--- src/rtl/uart_rx_tx_buffer_if.sv ---
`default_nettype none
// ============================================================================
// Module      : uart_rx_tx_buffer_if
// Description : Serial lines plus buffer/status observation bundle for
//               uart_rx_tx_buffer.
//               slave  - design side (drives tx and all status outputs)
//               master - environment side (drives rx, observes the rest)
// Ports       : rx, tx, ready, data_store[9:0], data_store2[31:0],
//               bit_count[3:0], bit_count2[3:0], bit_count3[4:0],
//               byte_count[3:0], busy, busy1, busy2, idle
// Revision    : 1.0 - initial release
// ============================================================================
interface uart_rx_tx_buffer_if;
    logic        rx;
    logic        tx;
    logic        ready;
    logic [9:0]  data_store;
    logic [3:0]  bit_count;
    logic [3:0]  bit_count2;
    logic [3:0]  byte_count;
    logic        busy;
    logic        busy2;
    logic        idle;
    logic [4:0]  bit_count3;
    logic [31:0] data_store2;
    logic        busy1;

    modport slave (
        input  rx,
        output tx, ready, data_store, bit_count, bit_count2, byte_count,
               busy, busy2, idle, bit_count3, data_store2, busy1
    );

    modport master (
        output rx,
        input  tx, ready, data_store, bit_count, bit_count2, byte_count,
               busy, busy2, idle, bit_count3, data_store2, busy1
    );
endinterface
`default_nettype wire

--- src/rtl/uart_rx_tx_buffer.sv ---
`default_nettype none
// ============================================================================
// Module      : uart_rx_tx_buffer
// Description : 8N1 UART that collects NUM_BYTES received bytes into a 32-bit
//               buffer, pulses ready when full, then retransmits the buffer
//               LSB byte first. Counters and flags exposed for observation.
// Ports       : clk  - system clock (rising edge)
//               nrst - asynchronous reset, active HIGH (1 = reset)
//               bus  - uart_rx_tx_buffer_if.slave (rx in, tx/status out)
// Options     : UART_FRAME_CHECK_EN - when defined, frames whose stop bit
//               samples 0 are not stored in the buffer.
// Revision    : 1.0 - initial release
// ============================================================================
module uart_rx_tx_buffer #(
    parameter int CLK_FREQ     = 12000000,
    parameter int BAUD         = 9600,
    parameter int CLKS_PER_BIT = CLK_FREQ / BAUD,
    parameter int NUM_BYTES    = 4
) (
    input  logic                      clk,
    input  logic                      nrst,
    uart_rx_tx_buffer_if.slave        bus
);
    localparam int                 c_cnt_w     = (CLKS_PER_BIT > 2) ? $clog2(CLKS_PER_BIT) : 1;
    localparam logic [c_cnt_w-1:0] c_bit_last  = c_cnt_w'(CLKS_PER_BIT - 1);
    localparam logic [c_cnt_w-1:0] c_half_last = c_cnt_w'(CLKS_PER_BIT / 2 - 1);
    localparam logic [3:0]         c_last_slot = 4'(NUM_BYTES - 1);

    typedef enum logic [1:0] {RX_IDLE, RX_START, RX_DATA, RX_STOP} rx_state_t;
    typedef enum logic [1:0] {TX_IDLE, TX_START, TX_DATA, TX_STOP} tx_state_t;

    // ------------------------------------------------------------------
    // Input synchronizer; flops reset high so no false edge after reset.
    // ------------------------------------------------------------------
    logic r_rx_meta, r_rx_sync, r_rx_prev;

    always_ff @(posedge clk or posedge nrst) begin
        if (nrst) begin
            r_rx_meta <= 1'b1;
            r_rx_sync <= 1'b1;
            r_rx_prev <= 1'b1;
        end else begin
            r_rx_meta <= bus.rx;
            r_rx_sync <= r_rx_meta;
            r_rx_prev <= r_rx_sync;
        end
    end

    // ------------------------------------------------------------------
    // Receiver
    // ------------------------------------------------------------------
    rx_state_t          r_rx_state, w_rx_state_next;
    logic [c_cnt_w-1:0] r_rx_cnt;
    logic [3:0]         r_bit_count;
    logic [9:0]         r_data_store;
    logic               w_rx_sample;
    logic               w_rx_store;
    logic               w_rx_frame_done;
    logic               w_frame_ok;
    logic               w_accept;
    logic               w_full;
    logic               w_tx_done;
    logic [3:0]         r_byte_count;
    logic [31:0]        r_data_store2;
    logic               r_busy1;
    logic               r_ready;

    always_ff @(posedge clk or posedge nrst) begin
        if (nrst) r_rx_state <= RX_IDLE;
        else      r_rx_state <= w_rx_state_next;
    end

    always_comb begin
        w_rx_state_next = r_rx_state;
        w_rx_sample     = 1'b0;
        case (r_rx_state)
            RX_IDLE:  if (r_rx_prev && !r_rx_sync) w_rx_state_next = RX_START;
            RX_START: if (r_rx_cnt == c_half_last) begin
                          // Line back high at mid start bit: treat as glitch.
                          w_rx_sample     = 1'b1;
                          w_rx_state_next = r_rx_sync ? RX_IDLE : RX_DATA;
                      end
            RX_DATA:  if (r_rx_cnt == c_bit_last) begin
                          w_rx_sample = 1'b1;
                          if (r_bit_count == 4'd8) w_rx_state_next = RX_STOP;
                      end
            RX_STOP:  if (r_rx_cnt == c_bit_last) begin
                          w_rx_sample     = 1'b1;
                          w_rx_state_next = RX_IDLE;
                      end
            default:  w_rx_state_next = RX_IDLE;
        endcase
    end

    assign w_rx_store      = w_rx_sample && !((r_rx_state == RX_START) && r_rx_sync);
    assign w_rx_frame_done = w_rx_sample && (r_rx_state == RX_STOP);

`ifdef UART_FRAME_CHECK_EN
    assign w_frame_ok = r_rx_sync;
`else
    assign w_frame_ok = 1'b1;
`endif

    always_ff @(posedge clk or posedge nrst) begin
        if (nrst) begin
            r_rx_cnt     <= '0;
            r_bit_count  <= 4'd0;
            r_data_store <= 10'd0;
        end else begin
            if (r_rx_state == RX_IDLE || w_rx_sample) r_rx_cnt <= '0;
            else                                      r_rx_cnt <= r_rx_cnt + 1'b1;

            if (w_rx_store) begin
                r_data_store[r_bit_count] <= r_rx_sync;
                r_bit_count <= (r_rx_state == RX_STOP) ? 4'd0 : r_bit_count + 4'd1;
            end
        end
    end

    // ------------------------------------------------------------------
    // Buffer: bytes land in slot byte_count; the last slot locks it.
    // ------------------------------------------------------------------
    assign w_accept = w_rx_frame_done && w_frame_ok && !r_busy1;
    assign w_full   = w_accept && (r_byte_count == c_last_slot);

    always_ff @(posedge clk or posedge nrst) begin
        if (nrst) begin
            r_byte_count  <= 4'd0;
            r_data_store2 <= 32'd0;
            r_busy1       <= 1'b0;
            r_ready       <= 1'b0;
        end else begin
            r_ready <= w_full;
            if (w_accept) begin
                // data_store[8:1] is already complete when the stop bit is sampled.
                r_data_store2[{r_byte_count[1:0], 3'b000} +: 8] <= r_data_store[8:1];
                r_byte_count <= r_byte_count + 4'd1;
            end
            if (w_full) begin
                r_busy1 <= 1'b1;
            end else if (w_tx_done) begin
                r_busy1      <= 1'b0;
                r_byte_count <= 4'd0;
            end
        end
    end

    // ------------------------------------------------------------------
    // Transmitter. bit_count3 counts data bits sent and doubles as the bit
    // index into the buffer; it wraps to 0 exactly after the last byte.
    // ------------------------------------------------------------------
    tx_state_t          r_tx_state, w_tx_state_next;
    logic [c_cnt_w-1:0] r_tx_cnt;
    logic [3:0]         r_bit_count2;
    logic [4:0]         r_bit_count3;
    logic               w_tx_bit_end;
    logic               w_tx_line;

    assign w_tx_bit_end = (r_tx_cnt == c_bit_last);

    always_ff @(posedge clk or posedge nrst) begin
        if (nrst) r_tx_state <= TX_IDLE;
        else      r_tx_state <= w_tx_state_next;
    end

    always_comb begin
        w_tx_state_next = r_tx_state;
        w_tx_done       = 1'b0;
        w_tx_line       = 1'b1;
        case (r_tx_state)
            TX_IDLE:  if (r_busy1) w_tx_state_next = TX_START;
            TX_START: begin
                          w_tx_line = 1'b0;
                          if (w_tx_bit_end) w_tx_state_next = TX_DATA;
                      end
            TX_DATA:  begin
                          w_tx_line = r_data_store2[r_bit_count3];
                          if (w_tx_bit_end && r_bit_count2 == 4'd8) w_tx_state_next = TX_STOP;
                      end
            TX_STOP:  if (w_tx_bit_end) begin
                          if (r_bit_count3 == 5'd0) begin
                              w_tx_state_next = TX_IDLE;
                              w_tx_done       = 1'b1;
                          end else begin
                              w_tx_state_next = TX_START;
                          end
                      end
            default:  w_tx_state_next = TX_IDLE;
        endcase
    end

    always_ff @(posedge clk or posedge nrst) begin
        if (nrst) begin
            r_tx_cnt     <= '0;
            r_bit_count2 <= 4'd0;
            r_bit_count3 <= 5'd0;
        end else begin
            if (r_tx_state == TX_IDLE || w_tx_bit_end) r_tx_cnt <= '0;
            else                                      r_tx_cnt <= r_tx_cnt + 1'b1;

            if (r_tx_state != TX_IDLE && w_tx_bit_end) begin
                r_bit_count2 <= (r_tx_state == TX_STOP) ? 4'd0 : r_bit_count2 + 4'd1;
                if (r_tx_state == TX_DATA) r_bit_count3 <= r_bit_count3 + 5'd1;
            end
        end
    end

    // ------------------------------------------------------------------
    // Outputs
    // ------------------------------------------------------------------
    assign bus.tx          = w_tx_line;
    assign bus.ready       = r_ready;
    assign bus.data_store  = r_data_store;
    assign bus.bit_count   = r_bit_count;
    assign bus.bit_count2  = r_bit_count2;
    assign bus.bit_count3  = r_bit_count3;
    assign bus.byte_count  = r_byte_count;
    assign bus.data_store2 = r_data_store2;
    assign bus.busy        = (r_rx_state != RX_IDLE);
    assign bus.busy1       = r_busy1;
    assign bus.busy2       = (r_tx_state != TX_IDLE);
    assign bus.idle        = (r_rx_state == RX_IDLE) && !r_busy1 && (r_tx_state == TX_IDLE);
endmodule
`default_nettype wire

--- src/flat_wrapper.sv ---
// flat-port wrapper written by rule: the top's interface ports become plain ports
module uart_rx_tx_buffer_flat 
#(
    parameter int CLK_FREQ     = 12000000,
    parameter int BAUD         = 9600,
    parameter int CLKS_PER_BIT = CLK_FREQ / BAUD,
    parameter int NUM_BYTES    = 4
)
  (clk, nrst, bus_rx, bus_tx, bus_ready, bus_data_store, bus_bit_count, bus_bit_count2, bus_byte_count, bus_busy, bus_busy2, bus_idle, bus_bit_count3, bus_data_store2, bus_busy1);
  uart_rx_tx_buffer_if bus_i ();
  input  logic clk;
  input  logic nrst;
  input wire logic [$bits(bus_i.rx)-1:0] bus_rx;
  output wire logic [$bits(bus_i.tx)-1:0] bus_tx;
  output wire logic [$bits(bus_i.ready)-1:0] bus_ready;
  output wire logic [$bits(bus_i.data_store)-1:0] bus_data_store;
  output wire logic [$bits(bus_i.bit_count)-1:0] bus_bit_count;
  output wire logic [$bits(bus_i.bit_count2)-1:0] bus_bit_count2;
  output wire logic [$bits(bus_i.byte_count)-1:0] bus_byte_count;
  output wire logic [$bits(bus_i.busy)-1:0] bus_busy;
  output wire logic [$bits(bus_i.busy2)-1:0] bus_busy2;
  output wire logic [$bits(bus_i.idle)-1:0] bus_idle;
  output wire logic [$bits(bus_i.bit_count3)-1:0] bus_bit_count3;
  output wire logic [$bits(bus_i.data_store2)-1:0] bus_data_store2;
  output wire logic [$bits(bus_i.busy1)-1:0] bus_busy1;
  assign bus_i.rx = bus_rx;
  assign bus_tx = bus_i.tx;
  assign bus_ready = bus_i.ready;
  assign bus_data_store = bus_i.data_store;
  assign bus_bit_count = bus_i.bit_count;
  assign bus_bit_count2 = bus_i.bit_count2;
  assign bus_byte_count = bus_i.byte_count;
  assign bus_busy = bus_i.busy;
  assign bus_busy2 = bus_i.busy2;
  assign bus_idle = bus_i.idle;
  assign bus_bit_count3 = bus_i.bit_count3;
  assign bus_data_store2 = bus_i.data_store2;
  assign bus_busy1 = bus_i.busy1;
  uart_rx_tx_buffer #(.CLK_FREQ(CLK_FREQ), .BAUD(BAUD), .CLKS_PER_BIT(CLKS_PER_BIT), .NUM_BYTES(NUM_BYTES)) u_core (.clk(clk), .nrst(nrst), .bus(bus_i));
endmodule
--- config.mk ---
export PLATFORM = sky130hd
export DESIGN_NAME = uart_rx_tx_buffer_flat
export DESIGN_NICKNAME = d
export VERILOG_FILES = /design/src/rtl/uart_rx_tx_buffer_if.sv /design/src/rtl/uart_rx_tx_buffer.sv /design/src/flat_wrapper.sv
export SDC_FILE = /design/constraint.sdc
export NUM_CORES = 1
export LEC_CHECK = 0
export ABC_AREA = 1
export CAP_MARGIN = 20
export CORE_UTILIZATION = 40
export CTS_CLUSTER_DIAMETER = 120
export DETAILED_ROUTE_END_ITERATION = 7
export PLACE_DENSITY_LB_ADDON = 0.08
export RECOVER_POWER = 100
export SLEW_MARGIN = 20
export SYNTH_ARGS = -nofsm -noshare
export SYNTH_HDL_FRONTEND = slang
export SYNTH_SLANG_ARGS = --single-unit
--- constraint.sdc ---
create_clock -name clk -period 3.7 [get_ports clk]
set_clock_uncertainty 0.05 [all_clocks]
set_input_delay 0.37 -clock clk [delete_from_list [all_inputs] [get_ports clk]]
set_output_delay 0.37 -clock clk [all_outputs]
set_load 0.005 [all_outputs]
# Yosys cells after proc, flatten, opt, wreduce, memory -nomap -nowiden
# Index checks and enable logic that the tools add are counted.
[word_totals] register_bits=90 romBits=0 n_memories=0 latch_bits=0 ramBits=0 word_cells=109
[op_classes] addsub=7 shift=2 muxes=35 reduce_logical=26 magnitude_cmp=3 n_div=0 eq_ne=21 mul=0 bitwise=0
[op_table] operator="$bwmux W32" n=1
[op_table] operator="$shift A8 B7 Y32 const A" n=1
[op_table] operator="$shiftx A8 B7 Y32" n=1
[op_table] operator="$add A11 B1 Y11 const B" n=2
[op_table] operator="$eq A11 B11 Y1 const B" n=2
[op_table] operator="$mux W11" n=2
[op_table] operator="$mux W2" n=10
[op_table] operator="$mux W4" n=5
[op_table] operator="$ne A2 B1 Y1 const B" n=9
[op_table] operator="$pmux W2 S4" n=2
[op_table] operator="$add A4 B1 Y4 const B" n=3
[op_table] operator="$eq A11 B10 Y1 const B" n=1
[op_table] operator="$logic_and A1 B1 Y1" n=11
[op_table] operator="$bwmux W10" n=1
[op_table] operator="$mux W1" n=10
[op_table] operator="$eq A2 B2 Y1 const B" n=4
[op_table] operator="$eq A4 B4 Y1 const B" n=2
[op_table] operator="$neg A5 Y7" n=1
[op_table] operator="$lt A5 B6 Y1 const B" n=1
[op_table] operator="$reduce_bool A2 Y1" n=3
[op_table] operator="$add A5 B1 Y5 const B" n=1
[op_table] operator="$bmux W1 S5" n=1
[op_table] operator="$logic_not A5 Y1" n=1
[op_table] operator="$lt A4 B5 Y1 const B" n=1
[op_table] operator="other kinds (12)" n=18

# Logic depth before layout (Yosys ltp)
[logic_depth] depth_word=8 depth_mapped=13 mapped_depth_nobuf=13

# Worst setup path before layout
# OpenSTA, ideal clock, no wires.
[synth_path] kind="reg-to-reg" startpoint="reg u_core.r_byte_count[0], in the netlist u_core.bus.byte_count[0]" endpoint="reg u_core.r_data_store2[16], in the netlist u_core.bus.data_store2[16]" path_stages_with_launch=10 setup_slack_ns=1.583 setup_ns=0.074 period_less_slack_ns=2.117 required_ns=3.576 t_arrival_ns=1.993 path_buffers=1 cell_sequence="dfrtp_1 clkbuf_1 inv_1 ha_1 inv_1 nor2_2 inv_1 nor2_1 nand2_1 o21ai_2"
[synth_between] elab_chain_cells=3 word_cells_on_any_way=4 cone_classes="1 x add/sub; 2 x shift; 1 x mux"
[synth_lines] item="start, declared" line_no="uart_rx_tx_buffer.sv:63" source="logic [3:0] r_byte_count;"
[synth_lines] item="start signal, assigned" line_no="uart_rx_tx_buffer.sv:137" source="r_byte_count <= r_byte_count + 4'd1;"
[synth_lines] item="$neg A5 Y7 (*)" line_no="uart_rx_tx_buffer.sv:136" source="r_data_store2[{r_byte_count[1:0], 3'b000} +: 8] <= r_data_store[8:1];"
[synth_lines] item="$shiftx A8 B7 Y32 / $shift A8 B7 Y32 (equally long branches)" line_no="uart_rx_tx_buffer.sv:136"
[synth_lines] item="$bwmux W32 (*)" line_no="uart_rx_tx_buffer.sv:136"
[synth_lines] item="end signal, assigned by index" line_no="uart_rx_tx_buffer.sv:136"
[synth_lines] item="end, declared" line_no="uart_rx_tx_buffer.sv:64" source="logic [31:0] r_data_store2;"
# Mark *: on every way between the ends. The rest lies on a longest branch, timed or not.
# A chain may end at the register's enable or synchronous reset.

# Worst setup path in the final report
[layout_path] startpoint="reg u_core.r_bit_count3[0], in the netlist u_core.bus.bit_count3[0]" endpoint="out bus_tx"
[layout_between] elab_chain_cells=3
[layout_lines] item="start, declared" line_no="uart_rx_tx_buffer.sv:155" source="logic [4:0] r_bit_count3;"
[layout_lines] item="start signal, assigned" line_no="uart_rx_tx_buffer.sv:203" source="if (r_tx_state == TX_DATA) r_bit_count3 <= r_bit_count3 + 5'd1;"
[layout_lines] item="$bmux W1 S5" line_no="uart_rx_tx_buffer.sv:177" source="w_tx_line = r_data_store2[r_bit_count3];"
[layout_lines] item="$mux W1 (not written as such)" line_no="uart_rx_tx_buffer.sv:177"
[layout_lines] item="$pmux W1 S2" line_no="uart_rx_tx_buffer.sv:170" source="case (r_tx_state)"
[layout_lines] item="end, declared" line_no="flat_wrapper.sv:14" source="output wire logic [$bits(bus_i.tx)-1:0] bus_tx;"
# No other way between the ends. The select of a mux whose other input is x is not followed.

==> results by group <==
Status
  • Run status: finished, violations left
  • Failing checks: capacitance limit, slew limit

Floorplan
  • Num ports: 68
  • Chip Height: 115 um
  • Starting density of the core: 0.418
  • Die ar.: 13,300 um2
  • Site Rows: 40
  • Die Width: 115 um
  • Core area: 12,300 um2

Placed design
  • Port bufs: 67
  • Post-Place Worst Slack: 988 ps
  • Gpl congestion: 0.806
  • Post-DP HPWL: 9.52 mm

Layout
  • Layout Area Growth over Synthesis: 19.6%
  • Nets: 725
  • Ant. Diodes: 0
  • Ratio of cells with drive above 1 in the final layout: 0.0624
  • Post-layout util: 0.500

Yosys
  • Synth Register Bits: 90
  • Net Count, Synth: 659
  • Post-synth cell types: 35
  • Synth Cell Area: 5120 um2
  • Warnings, synthesis: 0
  • Syn Area/Cell: 8.08 um2
  • Register area share after synthesis: 0.440
  • Gate Count Post-Synth: 634

Detailed routing
  • Iter 0 DRT Violations: 253
  • Final ANT Viol Nets: 0
  • Wirelength, routed: 12.9 mm
  • Via density: 5.06
  • Avg WL per Cell: 14.7 um
  • Drt drc: 0
  • 1st-pass router iterations: 5
  • DR vias: 4,417

Critical path
  • CP Buf/Inv Count: 2
  • Cell family with most CP delay: buffers and inverters
  • CP cell instances: inv_1 -> nand2_1 -> nand3_1 -> a21boi_0 -> nor2_1 -> nand2_1 -> nand3_1 -> nand2_1 -> dlygate4sd3_1
  • CP startpoint kind: flip-flop
  • Worst path arrival time: 2750 ps
  • Slowest-stage cell, CP: dfrtp_1
  • Critical path capture point type: output port
  • Slowest stage delay, CP: 750 ps
  • Crit path required time: 3280 ps
  • Crit Path Category: reg2out
  • Crit Path Max Fanout: 22
  • Most frequent cell on the critical path: nand2_1

STA
  • Fmax achieved: 315 MHz
  • Crit path time final: 3170 ps
  • Setup ws final: 530 ps
  • Pin slew with the least headroom to its limit: 2230 ps
  • Final TNS setup: 0 ps
  • Final hold violations: 0
  • Max Slew Vio Count: 91
  • Relative slew slack: -0.487
  • Fin crit share: 0.857
  • Final setup vio count: 0
  • WHS: 320 ps
  • Unrepaired setup endpoints after global routing: false

GRT
  • Grt total ovfl: 0
  • Met1 Resource Use GR: 0.257
  • First-pass GRT wire length: 21.2 mm
  • Layer with the highest usage: met2
  • Total GRT Usage: 0.209
  • Met3 Use GR: 0.0327
  • GRT met2 Usage: 0.361
  • Vias in the first global route: 4,350
  • Largest net degree at the start of global routing: 91
  • Initial antenna violation count: 0

Power and ir drop
  • LEAKAGE: 2.87 nW
  • Seq pwr share: 0.488
  • Power density cells: 352 nW/um2
  • Internal cell power: 0.00162 W
  • VDD IR max: 0.343 mV
  • Clk pwr share: 0.430
  • Gate power share: 0.082
  • Sw Pwr: 0.000543 W
  • Sw frac: 0.252

CTS
  • H-tree levels: 3
  • Total CTS buffers: 9
  • Clock latency at the later pin of the worst-skew pair: 350 ps
  • Clock root cell: clkbuf_16
  • CTS tree: done
  • Clk buf depth: 2
  • Clock-pin slew on the worst setup and hold paths: 60 ps
  • Hold Buf Count CTS: 0
  • Setup repair bufs after CTS: 0
  • CTS Sinks: 90
  • Post-CTS sizing: 0

Min path
  • Tightest Hold Check Type: reg2reg

Run
  • Max Cap Viol: 1
[kinds of logic after synthesis]
group           after synthesis  share of synthesized area
simple gates                349                      0.321
compound gates               82                     0.0997
flops                        90                      0.440
fa+ha+maj                    22                     0.0537
xor+xnor                     11                     0.0188
buf+inv                      80                     0.0662
[path summary, 6_finish.rpt]
kind | from | endpoint | slack [ps] | cells after the start
setup reg to reg | u_core.bus.byte_count[0] | u_core.bus.data_store2[16] | 950 | 8
setup / recovery | u_core.bus.bit_count3[0] | bus_tx | 530 | 9
hold / removal | u_core.r_rx_meta | u_core.r_rx_sync | 320 | 0
min in group asynchronous | nrst | u_core.r_tx_cnt[0] | 1250 | 3
max in group asynchronous | nrst | u_core.bus.data_store2[19] | 1030 | 3
hold reg to reg | u_core.r_rx_meta | u_core.r_rx_sync | 320 | 0
[metrics by stage]
stage	cell area [um2]	instances	total power (W)
floorplan	5120	634	0.00120
global placement	5940	857	0.00125
detailed placement	5940	857	0.00126
CTS	6240	873	0.00219
global route	6130	873	0.00226
finish	6130	873	0.00216
[state kept, by name, indices dropped and copies added, names as in the netlist, named ones only]
register / cells
u_core.bus.bit_count: 4
u_core.bus.bit_count2: 4
u_core.bus.bit_count3: 5
u_core.bus.busy1: 1
u_core.bus.byte_count: 4
u_core.bus.data_store: 10
u_core.bus.data_store2: 32
u_core.bus.ready: 1
u_core.r_rx_cnt: 11
u_core.r_rx_meta: 1
u_core.r_rx_prev: 1
u_core.r_rx_state: 1
u_core.r_rx_sync: 1
u_core.r_tx_cnt: 11
u_core.r_tx_state: 2
[synth_stat cells, drive strengths merged]
cell type / number / share of area
o22ai: 1 / 0.0012
or2: 1 / 0.0012
buf: 10 / 0.015
nand4: 23 / 0.028
dfstp: 3 / 0.015
nor3b: 5 / 0.0073
ha: 22 / 0.054
nor4: 3 / 0.0037
xor2: 11 / 0.019
a31oi: 2 / 0.0024
a21boi: 1 / 0.0015
o21ai: 62 / 0.077
nor2: 80 / 0.068
a21oi: 13 / 0.013
clkbuf: 3 / 0.0022
nor3: 18 / 0.020
dfrtp: 87 / 0.43
o211ai: 2 / 0.0029
a22oi: 1 / 0.0015
clkinv: 4 / 0.0032
inv: 63 / 0.046
nand2: 160 / 0.13
nand3: 59 / 0.068
[cell type report]
class / count / area [um2]
fillers: 1207 / 6130
multi-input cells: 464 / 2430
flip-flops and latches: 90 / 2260
repair buffers: 68 / 676
inverters: 67 / 254
clock buffers: 12 / 246
well taps: 168 / 210
clock inverters: 4 / 51.3
[routing by layer]
layer	up-vias	wire, um
met2	94	6240
met4	0	335
li1	2215	-
met1	2089	5740
met3	19	550
met5	-	0
[power groups by stage]
stage          combinational (W)  clock, W  sequential (W)
5_1_grt                 0.000203   0.00100         0.00106
4_1_cts                 0.000187  0.000953         0.00105
2_1_floorplan           0.000134         0         0.00106
6_report                0.000177  0.000928         0.00105
3_5_place_dp            0.000185         0         0.00107
3_3_place_gp            0.000180         0         0.00107
[worst reg2reg max path: stages (launching register included)]
cell     delay [ps]
dfrtp_1         750
inv_1           210
ha_1            370
inv_1            80
nor2_1          360
inv_1           100
nor2_1          440
nand2_1         100
o21ai_0         190
[placed cells by master, fill, tap and decap left out, drive strengths merged]
master	count
o22ai	1
dfstp	3
clkbuf	13
nor3	18
or2	1
nand4	23
nand2	160
o211ai	2
a21boi	1
dlygate4sd3	67
nand3	59
a31oi	2
inv	62
bufinv	1
nor2	80
nor4	3
a22oi	1
clkinvlp	2
a21oi	13
o21ai	62
nor3b	5
clkinv	6
dfrtp	87
xor2	11
ha	22
No activity file was read; power rests on OpenSTA's default activity.
